`src/rtl/distance_pkg.sv`:
```
// distance_pkg -- shared definitions for the distance moving-average filter.
//   DIST_W                  : width of one distance sample
//   MAX_DIST_DEFAULT        : largest sample value accepted into the window
//   TIMEOUT_CYCLES_DEFAULT  : idle cycles without an accepted sample before a flush
//   filt_state_t            : FILL (window not yet full) / RUN (window full)
package distance_pkg;

  localparam int DIST_W = 32;

  localparam logic [DIST_W-1:0] MAX_DIST_DEFAULT       = 32'd23200;
  localparam logic [31:0]       TIMEOUT_CYCLES_DEFAULT = 32'd10_000_000;

  typedef enum logic {
    FILL = 1'b0,
    RUN  = 1'b1
  } filt_state_t;

endpackage

```
`src/rtl/distance_sample_buf.sv`:
```
// distance_sample_buf -- window storage for the distance filter.
// A DEPTH x DIST_W register array with one write port and a combinational
// read of the slot addressed by wr_ptr (the slot about to be overwritten,
// i.e. the oldest sample once the window is full).
//   clk     : clock, rising edge
//   clr     : synchronous clear of every slot (reset or timeout flush)
//   we      : write enable for wr_data into slot wr_ptr
//   wr_ptr  : write address, also the read address
//   wr_data : sample to store
//   rd_data : current content of slot wr_ptr
module distance_sample_buf
  import distance_pkg::*;
#(
  parameter int DEPTH = 8,
  parameter int PTR_W = $clog2(DEPTH)
) (
  input  logic              clk,
  input  logic              clr,
  input  logic              we,
  input  logic [PTR_W-1:0]  wr_ptr,
  input  logic [DIST_W-1:0] wr_data,
  output logic [DIST_W-1:0] rd_data
);

  logic [DIST_W-1:0] slots [DEPTH];

  // NOTE: this array is cleared on purpose: the running sum assumes every
  // slot it has not yet written holds zero, so stale contents must not
  // survive a reset or flush. Plain data memories normally skip this.
  always_ff @(posedge clk) begin
    if (clr) begin
      for (int i = 0; i < DEPTH; i++) begin
        slots[i] <= '0;
      end
    end else if (we) begin
      slots[wr_ptr] <= wr_data;
    end
  end

  assign rd_data = slots[wr_ptr];

endmodule

```
`src/rtl/distance_filter.sv`:
```
// distance_filter -- moving-average filter between the ultrasonic sensor
// controller and the PWM controller.
// Samples above MAX_DIST are dropped (REJECT pulse). Accepted samples enter a
// DEPTH-deep circular window; a running sum is kept so each new average costs
// one add and one subtract. Once the window is full, every accepted sample
// produces a new average one cycle later. If no sample is accepted for
// TIMEOUT_CYCLES cycles the window is flushed and STALE is raised until the
// next average is published.
//   clk            : clock, rising edge
//   rst            : synchronous, active-high reset
//   DISTANCE       : raw 32-bit sample
//   DISTANCE_VALID : one sample per cycle while high
//   FILT_DISTANCE  : registered window average, held between updates
//   FILT_VALID     : one-cycle pulse marking a new FILT_DISTANCE
//   REJECT         : one-cycle pulse marking a discarded out-of-range sample
//   STALE          : level, window flushed by timeout and not yet refilled
module distance_filter
  import distance_pkg::*;
#(
  parameter int                DEPTH          = 8,
  parameter logic [DIST_W-1:0] MAX_DIST       = MAX_DIST_DEFAULT,
  parameter logic [31:0]       TIMEOUT_CYCLES = TIMEOUT_CYCLES_DEFAULT
) (
  input  logic              clk,
  input  logic              rst,
  input  logic [DIST_W-1:0] DISTANCE,
  input  logic              DISTANCE_VALID,
  output logic [DIST_W-1:0] FILT_DISTANCE,
  output logic              FILT_VALID,
  output logic              REJECT,
  output logic              STALE
);

  localparam int SHIFT = $clog2(DEPTH);
  localparam int SUM_W = DIST_W + SHIFT;  // DEPTH full-scale samples never overflow
  localparam int CNT_W = SHIFT + 1;       // must be able to hold DEPTH itself

  filt_state_t       state_q, state_d;
  logic [CNT_W-1:0]  count_q, count_d;
  logic [SHIFT-1:0]  wr_ptr_q;
  logic [SUM_W-1:0]  sum_q, sum_d;
  logic [31:0]       tmo_q;
  logic              accept, reject, flush, emit;
  logic [DIST_W-1:0] old_slot, evicted;

  assign accept = DISTANCE_VALID && (DISTANCE <= MAX_DIST);
  assign reject = DISTANCE_VALID && (DISTANCE > MAX_DIST);
  // An accepted sample in the terminal cycle wins over the flush.
  assign flush  = (tmo_q == TIMEOUT_CYCLES - 32'd1) && !accept;

  // Slots are all zero while filling, so gating is belt-and-braces only.
  assign evicted = (state_q == RUN) ? old_slot : '0;
  assign sum_d   = sum_q + SUM_W'(DISTANCE) - SUM_W'(evicted);

  distance_sample_buf #(
    .DEPTH (DEPTH),
    .PTR_W (SHIFT)
  ) u_buf (
    .clk     (clk),
    .clr     (rst || flush),
    .we      (accept),
    .wr_ptr  (wr_ptr_q),
    .wr_data (DISTANCE),
    .rd_data (old_slot)
  );

  // NOTE: every output of this block gets a default before any branch, so
  // no path leaves a signal unassigned and no latch is inferred.
  always_comb begin
    state_d = state_q;
    count_d = count_q;
    emit    = 1'b0;
    if (flush) begin
      state_d = FILL;
      count_d = '0;
    end else if (accept) begin
      if (state_q == RUN) begin
        emit = 1'b1;
      end else begin
        count_d = count_q + CNT_W'(1);
        if (count_q == CNT_W'(DEPTH - 1)) begin
          state_d = RUN;
          emit    = 1'b1;
        end
      end
    end
  end

  // NOTE: registered state uses non-blocking assignments so every register
  // samples the pre-edge values, independent of statement order.
  always_ff @(posedge clk) begin
    if (rst) begin
      state_q       <= FILL;
      count_q       <= '0;
      wr_ptr_q      <= '0;
      sum_q         <= '0;
      tmo_q         <= '0;
      FILT_DISTANCE <= '0;
      FILT_VALID    <= 1'b0;
      REJECT        <= 1'b0;
      STALE         <= 1'b0;
    end else begin
      state_q    <= state_d;
      count_q    <= count_d;
      FILT_VALID <= emit;
      REJECT     <= reject;
      if (flush) begin
        wr_ptr_q <= '0;
        sum_q    <= '0;
        tmo_q    <= '0;
        STALE    <= 1'b1;
      end else if (accept) begin
        wr_ptr_q <= wr_ptr_q + SHIFT'(1);
        sum_q    <= sum_d;
        tmo_q    <= '0;
      end else begin
        tmo_q <= tmo_q + 32'd1;
      end
      // FILT_DISTANCE deliberately survives a flush; only a new average moves it.
      if (emit) begin
        FILT_DISTANCE <= sum_d[SUM_W-1:SHIFT];
        STALE         <= 1'b0;
      end
    end
  end

endmodule

```
`config.mk`:
```
export PLATFORM = sky130hd
export DESIGN_NAME = distance_filter
export DESIGN_NICKNAME = d
export VERILOG_FILES = /design/src/rtl/distance_pkg.sv /design/src/rtl/distance_sample_buf.sv /design/src/rtl/distance_filter.sv
export SDC_FILE = /design/constraint.sdc
export NUM_CORES = 1
export LEC_CHECK = 0
export BUFFER_PORTS_ARGS = -buffer_cell sky130_fd_sc_hd__buf_2
export CAP_MARGIN = 5
export CORE_AREA = 2 2 240 218
export DETAILED_ROUTE_END_ITERATION = 6
export DIE_AREA = 0 0 242 220
export HOLD_SLACK_MARGIN = 0.05
export PLACE_DENSITY_LB_ADDON = 0.05
export SLEW_MARGIN = 15
export SYNTH_ARGS = -nofsm -noshare
export SYNTH_HDL_FRONTEND = slang
export SYNTH_SLANG_ARGS = --single-unit
```
`constraint.sdc`:
```
create_clock -name clk -period 8.59 [get_ports clk]
set_input_delay 2.577 -clock clk [delete_from_list [all_inputs] [get_ports clk]]
set_output_delay 2.577 -clock clk [all_outputs]
set_load 0.01 [all_outputs]
```
==> results of run 1 <==
-- flip-flops by register name (all words and copies together), names as in the netlist, named ones only --
name / cells
tmo_q: 32
REJECT: 1
state_q: 1
FILT_DISTANCE: 32
FILT_VALID: 1
sum_q: 35
u_buf.slots: 256
count_q: 4
wr_ptr_q: 3
STALE: 1
-- power groups by stage --
| stage | combinational [mW] | sequential (mW) | clock (mW) |
|---|---|---|---|
| global placement | 0.321 | 2.04 | 0 |
| CTS | 0.320 | 2.00 | 1.88 |
| finish | 0.317 | 2.00 | 1.83 |
| global route | 0.354 | 2.01 | 1.96 |
| detailed placement | 0.319 | 2.04 | 0 |
| floorplan | 0.208 | 2.03 | 0 |
-- logic make-up after synthesis --
logic type | after synthesis
other | 1
multiplexers | 101
XOR/XNOR | 63
adder cells (fa/ha/maj) | 70
AND/OR/NAND/NOR | 395
AO/OA/AOI/OAI | 182
buffers and inverters | 209
flip-flops | 369
-- how the worst max path moves through the flow --
stage,startpoint,endpoint,slack [ns]
CTS,DISTANCE[0],u_buf.slots[0][14]$_SDFFCE_PN0P_,2.01
floorplan,DISTANCE[6],u_buf.slots[5][0]$_SDFFCE_PN0P_,1.15
detailed placement,DISTANCE[0],u_buf.slots[3][24]$_SDFFCE_PN0P_,1.41
finish,DISTANCE[0],u_buf.slots[3][31]$_SDFFCE_PN0P_,2.16
global placement,DISTANCE[0],u_buf.slots[0][24]$_SDFFCE_PN0P_,1.44
global route,DISTANCE[0],u_buf.slots[0][14]$_SDFFCE_PN0P_,1.84
-- final cells by class --
class | instances | area (um2) | share of cell area
Sequential cell | 369 | 9960 | 0.483
Multi-Input combinational cell | 947 | 7350 | 0.357
Timing Repair Buffer | 90 | 503 | 0.0244
Inverter | 138 | 518 | 0.0251
Tap cell | 688 | 861 | 0.0418
Clock buffer | 56 | 1190 | 0.0576
Clock inverter | 21 | 230 | 0.0112
-- worst max-delay path, delay by kind of cell --
kind            cells  cell delay, ns
compound gates      3            0.94
buf+inv             3            1.01
simple gates        4            2.09
-- through the flow --
stage | instance area [um2] | power [mW] | setup slack (ns) | hold slack [ns] | cells
after detailed placement | 19200 | 2.36 | 1.41 | 0.441 | 2232
after CTS | 20600 | 4.21 | 2.01 | 0.447 | 2309
after global placement | 19200 | 2.36 | 1.44 | 0.427 | 2232
after floorplan | 18100 | 2.24 | 1.15 | 0.418 | 1525
final | 20600 | 4.15 | 2.16 | 0.450 | 2309
after global routing | 20600 | 4.33 | 1.84 | 0.476 | 2309
-- routing by layer --
layer  routed length (um)  global-route usage  up-vias
met2                19900               0.271      162
met5                    0                   0        -
met4                 1000              0.0514        0
li1                     -                   -     5327
met3                 1440              0.0259       63
met1                22600               0.250     5442
-- cell usage in the layout (no fill, tap or decap), types with 11 or more instances in the layout --
| cell type | instances |
|---|---|
| a21o_1 | 12 |
| a21oi_1 | 34 |
| a22o_1 | 37 |
| and2_1 | 30 |
| and3_1 | 11 |
| buf_2 | 69 |
| buf_4 | 21 |
| clkbuf_16 | 44 |
| clkinv_1 | 17 |
| conb_1 | 136 |
| dfxtp_1 | 110 |
| edfxtp_1 | 256 |
| fa_1 | 32 |
| ha_1 | 38 |
| inv_1 | 126 |
| mux2i_1 | 34 |
| mux4_2 | 64 |
| nand2_1 | 55 |
| nand3_1 | 20 |
| nand4_1 | 13 |
| nor2_1 | 108 |
| nor3_1 | 81 |
| nor4_1 | 21 |
| nor4_2 | 12 |
| o21ai_0 | 44 |
| xnor2_1 | 38 |
| xor2_1 | 25 |
==> results.cfg, run 1 <==
[status]
outcome = finished, final reports clean

[clocking]
ctsLongestPathBuffers = 3
cts_sinks = 369
cts_root_buffer = clkbuf_16
tritoncts = built
clk_pin_slew_ns = 0.05
htree_levels = 2
hold_buffers = 0
cts_made_buffers = 44
cts_resized = 0
post_cts_buffers = 0
worstSkewPairLatency_ns = 0.60

[power_and_ir_drop]
leakage_nw = 7.58
sequentialPowerShare = 0.482
comb_power_share = 0.076
clkPwrFrac = 0.442
p_per_area_nw_per_um2 = 202
power_switching_mw = 0.992
p_int_mw = 3.16
vdd_ir_drop_max_uv = 110
switching_share = 0.239

[routing]
wl_per_cell_um = 19.5
drc = 0
ant_nets = 0
viasPerCell = 4.76
drt_iter0_markers = 662
first_pass_iters = 5
drt-total-wl_mm = 44.9
num_vias = 10994

[hold_path]
holdCritStartpoint = tmo_q[0]$_SDFF_PP0_
whs_path_depth = 1
hold_class = reg -> reg
worstHoldEndpoint = tmo_q[0]$_SDFF_PP0_

[global_routing]
track_usage = 0.173
grt_max_degree = 53
grt_pass1_vias = 11349
grt_pass1_wl_mm = 69.9
grt-ovfl-total = 0
antenna_found_initial = 0

[setup_path]
critPathMaxStageDelay_ns = 0.65
rrSetupSlack_ns = 2.91
startpoint_type = primary input
path_max_fanout = 34
setup.worst_path.class = in -> reg
reg2regPathDepth = 16
cp_slowest_cell = or2_2
crit_arrival_ns = 6.66
worstReg2RegEnd = FILT_DISTANCE[28]$_SDFFE_PP0P_
path_cells = buf_2 -> or4_1 -> or4_1 -> a31oi_1 -> o21ai_2 -> or3_1 -> or2_2 -> buf_4 -> o21ai_4 -> buf_4
required_ns = 8.82
cp-end-kind = register

[timing]
timing_hold_violations_final = 0
finalSetupTns_ns = 0
clock-skew-final_ns = 0.0247
slew_viol_final = 0
period_minus_slack_ns = 6.43
rsz0062_at_grt = false
maxSlewHeadroom = 0.282
fmax_mhz = 155
finalCritPeriodShare = 0.749
max_slew.worst_pin.slew_ns = 1.08
finalSetupViolations = 0

[final_layout]
fill_cells = 4905
n_antenna_cell = 0
drive_gt1_frac = 0.162
post-route-util = 0.404
areaGrowthSynthToFinish_pct = 17.4
nNetsFinal = 1695

[floorplan]
die_h_um = 220
dieArea_um2 = 53200
start_util = 0.344
dieWidth_um = 242
io_pins = 70
fp.coreArea_um2 = 51000
rows = 79

[synthesis]
synthCells = 1390
synth_top_area_cell = edfxtp_1
synthTopCellsByArea = edfxtp_1 44%, dfxtp_1 13%, mux4_2 8.2%, fa_1 3.6%, ha_1 2.7%
synthSimpleGateAreaFrac = 0.117
synth_top_family_by_area = simple AND/OR/NAND/NOR gates
synth-edff-count = 256
seq_area_frac_synth = 0.567
synthXorXnorAreaFrac = 0.0314
yosys_warnings = 0
synth.distinct_cells = 67
synth_area_um2 = 17600
syn_avg_cell_area_um2 = 12.6
synth.mux.area_fraction = 0.103
synth-compound-area-share = 0.0693
synth_ff_type = edfxtp_1
yosysTopAreaCellShare = 0.438
ys_seq_elements = 369
yosysMostFrequentCell = edfxtp_1
async_flop_share = 0
yosys.area_share.adder = 0.0636
synth_common_cells = 256 x edfxtp_1, 126 x inv_1, 113 x dfxtp_1, 108 x nor2_1, 82 x nor3_1

[place]
portBuffers = 69
gp_congestion = 0.834
dp_hpwl_mm = 29.4

[run]
maxCapViolations = 0
Power figures use the tool's default switching activity.
==> run 2, diff against run 1 <==
==> constraint.sdc (replaced) <==
create_clock -name clk -period 6.5 [get_ports clk]
set_input_delay 1.95 -clock clk [delete_from_list [all_inputs] [get_ports clk]]
set_output_delay 1.95 -clock clk [all_outputs]
set_load 0.01 [all_outputs]
==> run 2 against run 1 <==
  * Die area unchanged
  * Worst setup slack lost 1.0 ns
  * Total power increased by 31%
  * Via count is 0.72% higher
  * Critical path type unchanged
  * Critical endpoint is now FILT_DISTANCE[28]$_SDFFE_PP0P_
  * Largest cell class unchanged
  * Largest power group unchanged
==> results.cfg, run 2 (same netlist as run 1, synthesis figures left out) <==
[global_routing]
grt_pass1_vias = 11205
antenna_found_initial = 0
grt_max_degree = 52
grt_pass1_wl_mm = 69.6
track_usage = 0.174
grt-ovfl-total = 0

[setup_path]
path_max_fanout = 9
setup.worst_path.class = in -> reg
startpoint_type = primary input
required_ns = 6.97
cp-end-kind = register
crit_arrival_ns = 5.82

[final_layout]
drive_gt1_frac = 0.169
largest_register_ffs = 256
top_register = u_buf.slots
final_common_cell = edfxtp_1
areaGrowthSynthToFinish_pct = 18.2
nNetsFinal = 1708
layout_common_cells = 256 x edfxtp_1, 136 x conb_1, 126 x inv_1
finalNonFillerCells = 2324
reg_top3 = u_buf.slots (256), sum_q (35)
n_antenna_cell = 0

[run]
maxCapViolations = 0

[routing]
ant_nets = 0
drc = 0
num_vias = 11073
viasPerCell = 4.76
drt-total-wl_mm = 45.6
wl_per_cell_um = 19.6
first_pass_iters = 4
drt_iter0_markers = 648

[clocking]
cts_root_buffer = clkbuf_16
hold_buffers = 0
cts_sinks = 369
tritoncts = built
clk_pin_slew_ns = 0.06
htree_levels = 2
ctsLongestPathBuffers = 3
cts_made_buffers = 43
worstSkewPairLatency_ns = 0.59
post_cts_buffers = 0
cts_resized = 0

[hold_path]
hold_class = reg -> reg

[timing]
finalCritPeriodShare = 0.823
slew_viol_final = 0
finalSetupTns_ns = 0
finalSetupViolations = 0
max_slew.worst_pin.slew_ns = 1.14
maxSlewHeadroom = 0.236
fmax_mhz = 187
finalHoldWorstSlack_ns = 0.446
rsz0062_at_grt = false
period_minus_slack_ns = 5.35
clock-skew-final_ns = 0.0179
timing_hold_violations_final = 0
setup_ws_ns = 1.15

[floorplan]
fp.coreArea_um2 = 51000
dieWidth_um = 242
dieArea_um2 = 53200
rows = 79
start_util = 0.344
die_h_um = 220
io_pins = 70

[place]
gp_congestion = 0.831
portBuffers = 69
dp_hpwl_mm = 29.7
placedCellCount = 2246
dp_slack_ns = 0.558

[power_and_ir_drop]
power_switching_mw = 1.30
switching_share = 0.238
sequentialPowerShare = 0.485
comb_power_share = 0.078
p_per_area_nw_per_um2 = 263
clkPwrFrac = 0.437
vdd_ir_drop_max_uv = 154
leakage_nw = 7.66
p_int_mw = 4.16

[status]
outcome = finished, final reports clean
run 2: cell types whose count changed in the layout (fill, tap and decap cells not counted):
cell / delta
clkinv_16: -1
clkbuf_8: +3
buf_4: +9
buf_12: +5
clkbuf_1: +3
clkbuf_16: -1
clkinv_8: +1
bufinv_16: -1
clkinv_1: -3
run 2: final cells by class:
cell class / instances / area [um2]
fill: 4867 / 30300
sequential: 369 / 9960
multi-input combinational: 947 / 7350
clock buffer: 61 / 1210
tap: 688 / 861
timing repair buffer: 104 / 671
inverter: 138 / 518
clock inverter: 17 / 175
run 2: worst paths after layout:
| path | cells after the start | slack, ns | from | end |
|---|---|---|---|---|
| worst max-delay path | 14 | 1.15 | DISTANCE[10] | FILT_DISTANCE[28]$_SDFFE_PP0P_ |
| worst max register to register | 17 | 1.22 | register | FILT_DISTANCE[28]$_SDFFE_PP0P_ |
| worst min-delay path | 1 | 0.45 | tmo_q[0]$_SDFF_PP0_ | tmo_q[0]$_SDFF_PP0_ |
| worst min register to register | 1 | 0.45 | tmo_q[0]$_SDFF_PP0_ | tmo_q[0]$_SDFF_PP0_ |
run 2: per-stage QoR:
stage          utilization  cell area, um2  power (mW)
2_1_floorplan            -           18100        2.96
4_1_cts              0.407           20700        5.54
6_report             0.407           20700        5.46
3_5_place_dp         0.379           19400        3.12
3_3_place_gp         0.379           19400        3.13
5_1_grt              0.407           20700        5.67
run 2: critical path, stage by stage:
cell and delay (ns):
buf_2 0.11, clkinv_1 0.34, fa_1 0.66, inv_1 0.05
ha_1 0.39, and2_1 0.19, o211a_1 0.20, a211oi_1 0.27
o22ai_1 0.22, a41oi_1 0.42, nor3_1 0.11, a2111oi_0 0.52
xnor2_1 0.16, a22o_1 0.21
run 2: power by group through the flow:
| stage | Combinational [mW] | Clock, mW | Sequential [mW] |
|---|---|---|---|
| after CTS | 0.430 | 2.46 | 2.65 |
| after global routing | 0.472 | 2.54 | 2.66 |
| after floorplan | 0.275 | 0 | 2.69 |
| after global placement | 0.431 | 0 | 2.69 |
| after detailed placement | 0.428 | 0 | 2.70 |
| final | 0.425 | 2.38 | 2.65 |
run 2: metal layers:
| layer | part of all wire | wire (um) | vias up | global-route usage |
|---|---|---|---|---|
| met5 | 0 | 0 | - | 0 |
| met4 | 0.020 | 897 | 0 | 0.0477 |
| met3 | 0.033 | 1530 | 57 | 0.0255 |
| met2 | 0.44 | 20300 | 180 | 0.273 |
| met1 | 0.50 | 22900 | 5482 | 0.253 |
| li1 | - | - | 5354 | - |
==> run 3, diff against run 2 <==
==> constraint.sdc (replaced) <==
create_clock -name clk -period 4.8 [get_ports clk]
set_input_delay 1.44 -clock clk [delete_from_list [all_inputs] [get_ports clk]]
set_output_delay 1.44 -clock clk [all_outputs]
set_load 0.01 [all_outputs]
==> run 3 against run 2 <==
  * Non-clock buffer count rose by 93
  * Critical path type is now reg -> reg
  * Sequential power up 35%
  * Register-to-register slack got worse by 0.99 ns
  * Combinational power up 58%
  * Utilization rose by 2.0 points
  * Global-route usage grew 0.32 points
  * Critical endpoint unchanged
==> results.cfg, run 3 (same netlist as run 1, synthesis figures left out) <==
[final_layout]
areaGrowthSynthToFinish_pct = 24.0
largest_register_ffs = 256
layout_common_cells = 256 x edfxtp_1, 136 x conb_1, 126 x inv_1
top_register = u_buf.slots
final_area_um2 = 21800
fill_cells = 4839
final_common_cell = edfxtp_1
post-route-util = 0.427
nNetsFinal = 1802
drive_gt1_frac = 0.215
reg_top3 = u_buf.slots (256), sum_q (35)
n_antenna_cell = 0

[place]
placed_area_um2 = 20200
gp_congestion = 0.865
portBuffers = 69
dp_hpwl_mm = 31.8

[setup_path]
critPathMaxStageDelay_ns = 0.50
setup.worst_path.class = reg -> reg
path_cells = buf_4 -> clkbuf_16 -> buf_4 -> mux4_2 -> mux2i_1 -> nor2_1 -> fa_1 -> inv_1 -> ha_1 -> nor3_1 -> o21ai_0 -> nand3b_1 -> nand3_1 -> a41oi_2 -> nor3_1 -> a2111oi_1 -> buf_4 -> xnor2_1 -> a22o_1
crit_arrival_ns = 5.04
startpoint_type = register
crit_end = FILT_DISTANCE[28]$_SDFFE_PP0P_
path_max_fanout = 12
cp_slowest_cell = mux4_2
rrSetupSlack_ns = 0.23
worstReg2RegEnd = FILT_DISTANCE[28]$_SDFFE_PP0P_
cpMostUsedCell = buf_4
cp-end-kind = register
reg2regPathDepth = 19
required_ns = 5.27

[timing]
maxSlewHeadroom = 0.488
finalSetupViolations = 0
finalSetupTns_ns = 0
finalCritPeriodShare = 0.951
max_slew.worst_pin.slew_ns = 0.767
finalHoldWorstSlack_ns = 0.448
slew_viol_final = 0
fmax_mhz = 219
clock-skew-final_ns = 0.0199
timing_hold_violations_final = 0
period_minus_slack_ns = 4.57

[routing]
first_pass_iters = 6
ant_nets = 0
drt-total-wl_mm = 46.5
wl_per_cell_um = 19.2
drt_iter0_markers = 632
num_vias = 11390
drc = 0
viasPerCell = 4.71

[power_and_ir_drop]
sequentialPowerShare = 0.478
power_switching_mw = 1.78
vdd_ir_drop_max_uv = 205
power.total_mw = 7.49
leakage_nw = 8.22
comb_power_share = 0.090
p_per_area_nw_per_um2 = 344
clkPwrFrac = 0.432
switching_share = 0.238
p_int_mw = 5.71

[floorplan]
die_h_um = 220
start_util = 0.344
dieArea_um2 = 53200
dieWidth_um = 242
io_pins = 70
rows = 79
fp.coreArea_um2 = 51000

[global_routing]
grtUsageMet1 = 0.254
grt_max_degree = 53
grt_pass1_vias = 11738
antenna_found_initial = 0
track_usage = 0.178
grt_pass1_wl_mm = 71.5
grt-ovfl-total = 0
grtUsageMet2 = 0.282
grtUsageMet3 = 0.0294
top_usage_layer = met2

[hold_path]
hold_class = reg -> reg

[clocking]
ctsLongestPathBuffers = 3
tritoncts = built
htree_levels = 2
cts_made_buffers = 44
clk_pin_slew_ns = 0.06
cts_sinks = 369
worstSkewPairLatency_ns = 0.59
cts_root_buffer = clkbuf_16
hold_buffers = 0

[run]
maxCapViolations = 0

[status]
outcome = finished, final reports clean
-- run 3: power groups by stage --
stage	combinational (mW)	clock (mW)	sequential (mW)
2_1_floorplan	0.375	0	3.64
3_3_place_gp	0.675	0	3.64
3_5_place_dp	0.672	0	3.65
4_1_cts	0.676	3.34	3.58
5_1_grt	0.745	3.47	3.59
6_report	0.673	3.23	3.58
-- run 3: layout make-up --
| class | count | area, um2 | share of cell area |
|---|---|---|---|
| clock buffers | 68 | 1300 | 0.0598 |
| clock inverters | 12 | 109 | 0.00500 |
| inverters | 138 | 518 | 0.0238 |
| multi-input cells | 947 | 7390 | 0.340 |
| flip-flops and latches | 369 | 9960 | 0.457 |
| well taps | 688 | 861 | 0.0395 |
| repair buffers | 197 | 1630 | 0.0750 |
-- run 3: stage by stage --
stage,worst slack [ns],instances
floorplan,-0.195,1525
global placement,-0.198,2334
detailed placement,-0.296,2334
CTS,0.000191,2414
global route,-0.00441,2419
finish,0.234,2419
-- run 3: critical path: cells and delay by family, from the launching register on --
family	cells	cell delay [ns]
compound gates	4	0.98
xor+xnor	1	0.07
buf+inv	5	0.76
simple gates	5	0.57
fa+ha+maj	2	0.72
flops	1	0.45
mux	2	0.89
-- run 3: worst min-delay path by stage --
stage / start / to / slack, ns / cells after the start
2_1_floorplan: tmo_q[0]$_SDFF_PP0_ / tmo_q[0]$_SDFF_PP0_ / 0.42 / 1
3_3_place_gp: tmo_q[0]$_SDFF_PP0_ / tmo_q[0]$_SDFF_PP0_ / 0.43 / 1
3_5_place_dp: FILT_DISTANCE[29]$_SDFFE_PP0P_ / FILT_DISTANCE[29]$_SDFFE_PP0P_ / 0.44 / 2
4_1_cts: FILT_DISTANCE[29]$_SDFFE_PP0P_ / FILT_DISTANCE[29]$_SDFFE_PP0P_ / 0.45 / 2
5_1_grt: FILT_DISTANCE[29]$_SDFFE_PP0P_ / FILT_DISTANCE[29]$_SDFFE_PP0P_ / 0.47 / 2
6_report: FILT_DISTANCE[31]$_SDFFE_PP0P_ / FILT_DISTANCE[31]$_SDFFE_PP0P_ / 0.45 / 2
-- run 3: routing by layer --
| metal | vias to the layer above | part of all wire |
|---|---|---|
| met5 | - | 0 |
| met4 | 0 | 0.020 |
| met3 | 63 | 0.040 |
| met2 | 182 | 0.45 |
| met1 | 5587 | 0.49 |
| li1 | 5558 | - |
-- run 3: what timing repair did --
action | CTS | global route
resized for setup | 2 | 14
hold endpoints to repair | 0 | 0
setup endpoints to repair | 2 | 31
pin swaps | 0 | 1
cloned | 0 | 1
setup buffers | 0 | 4
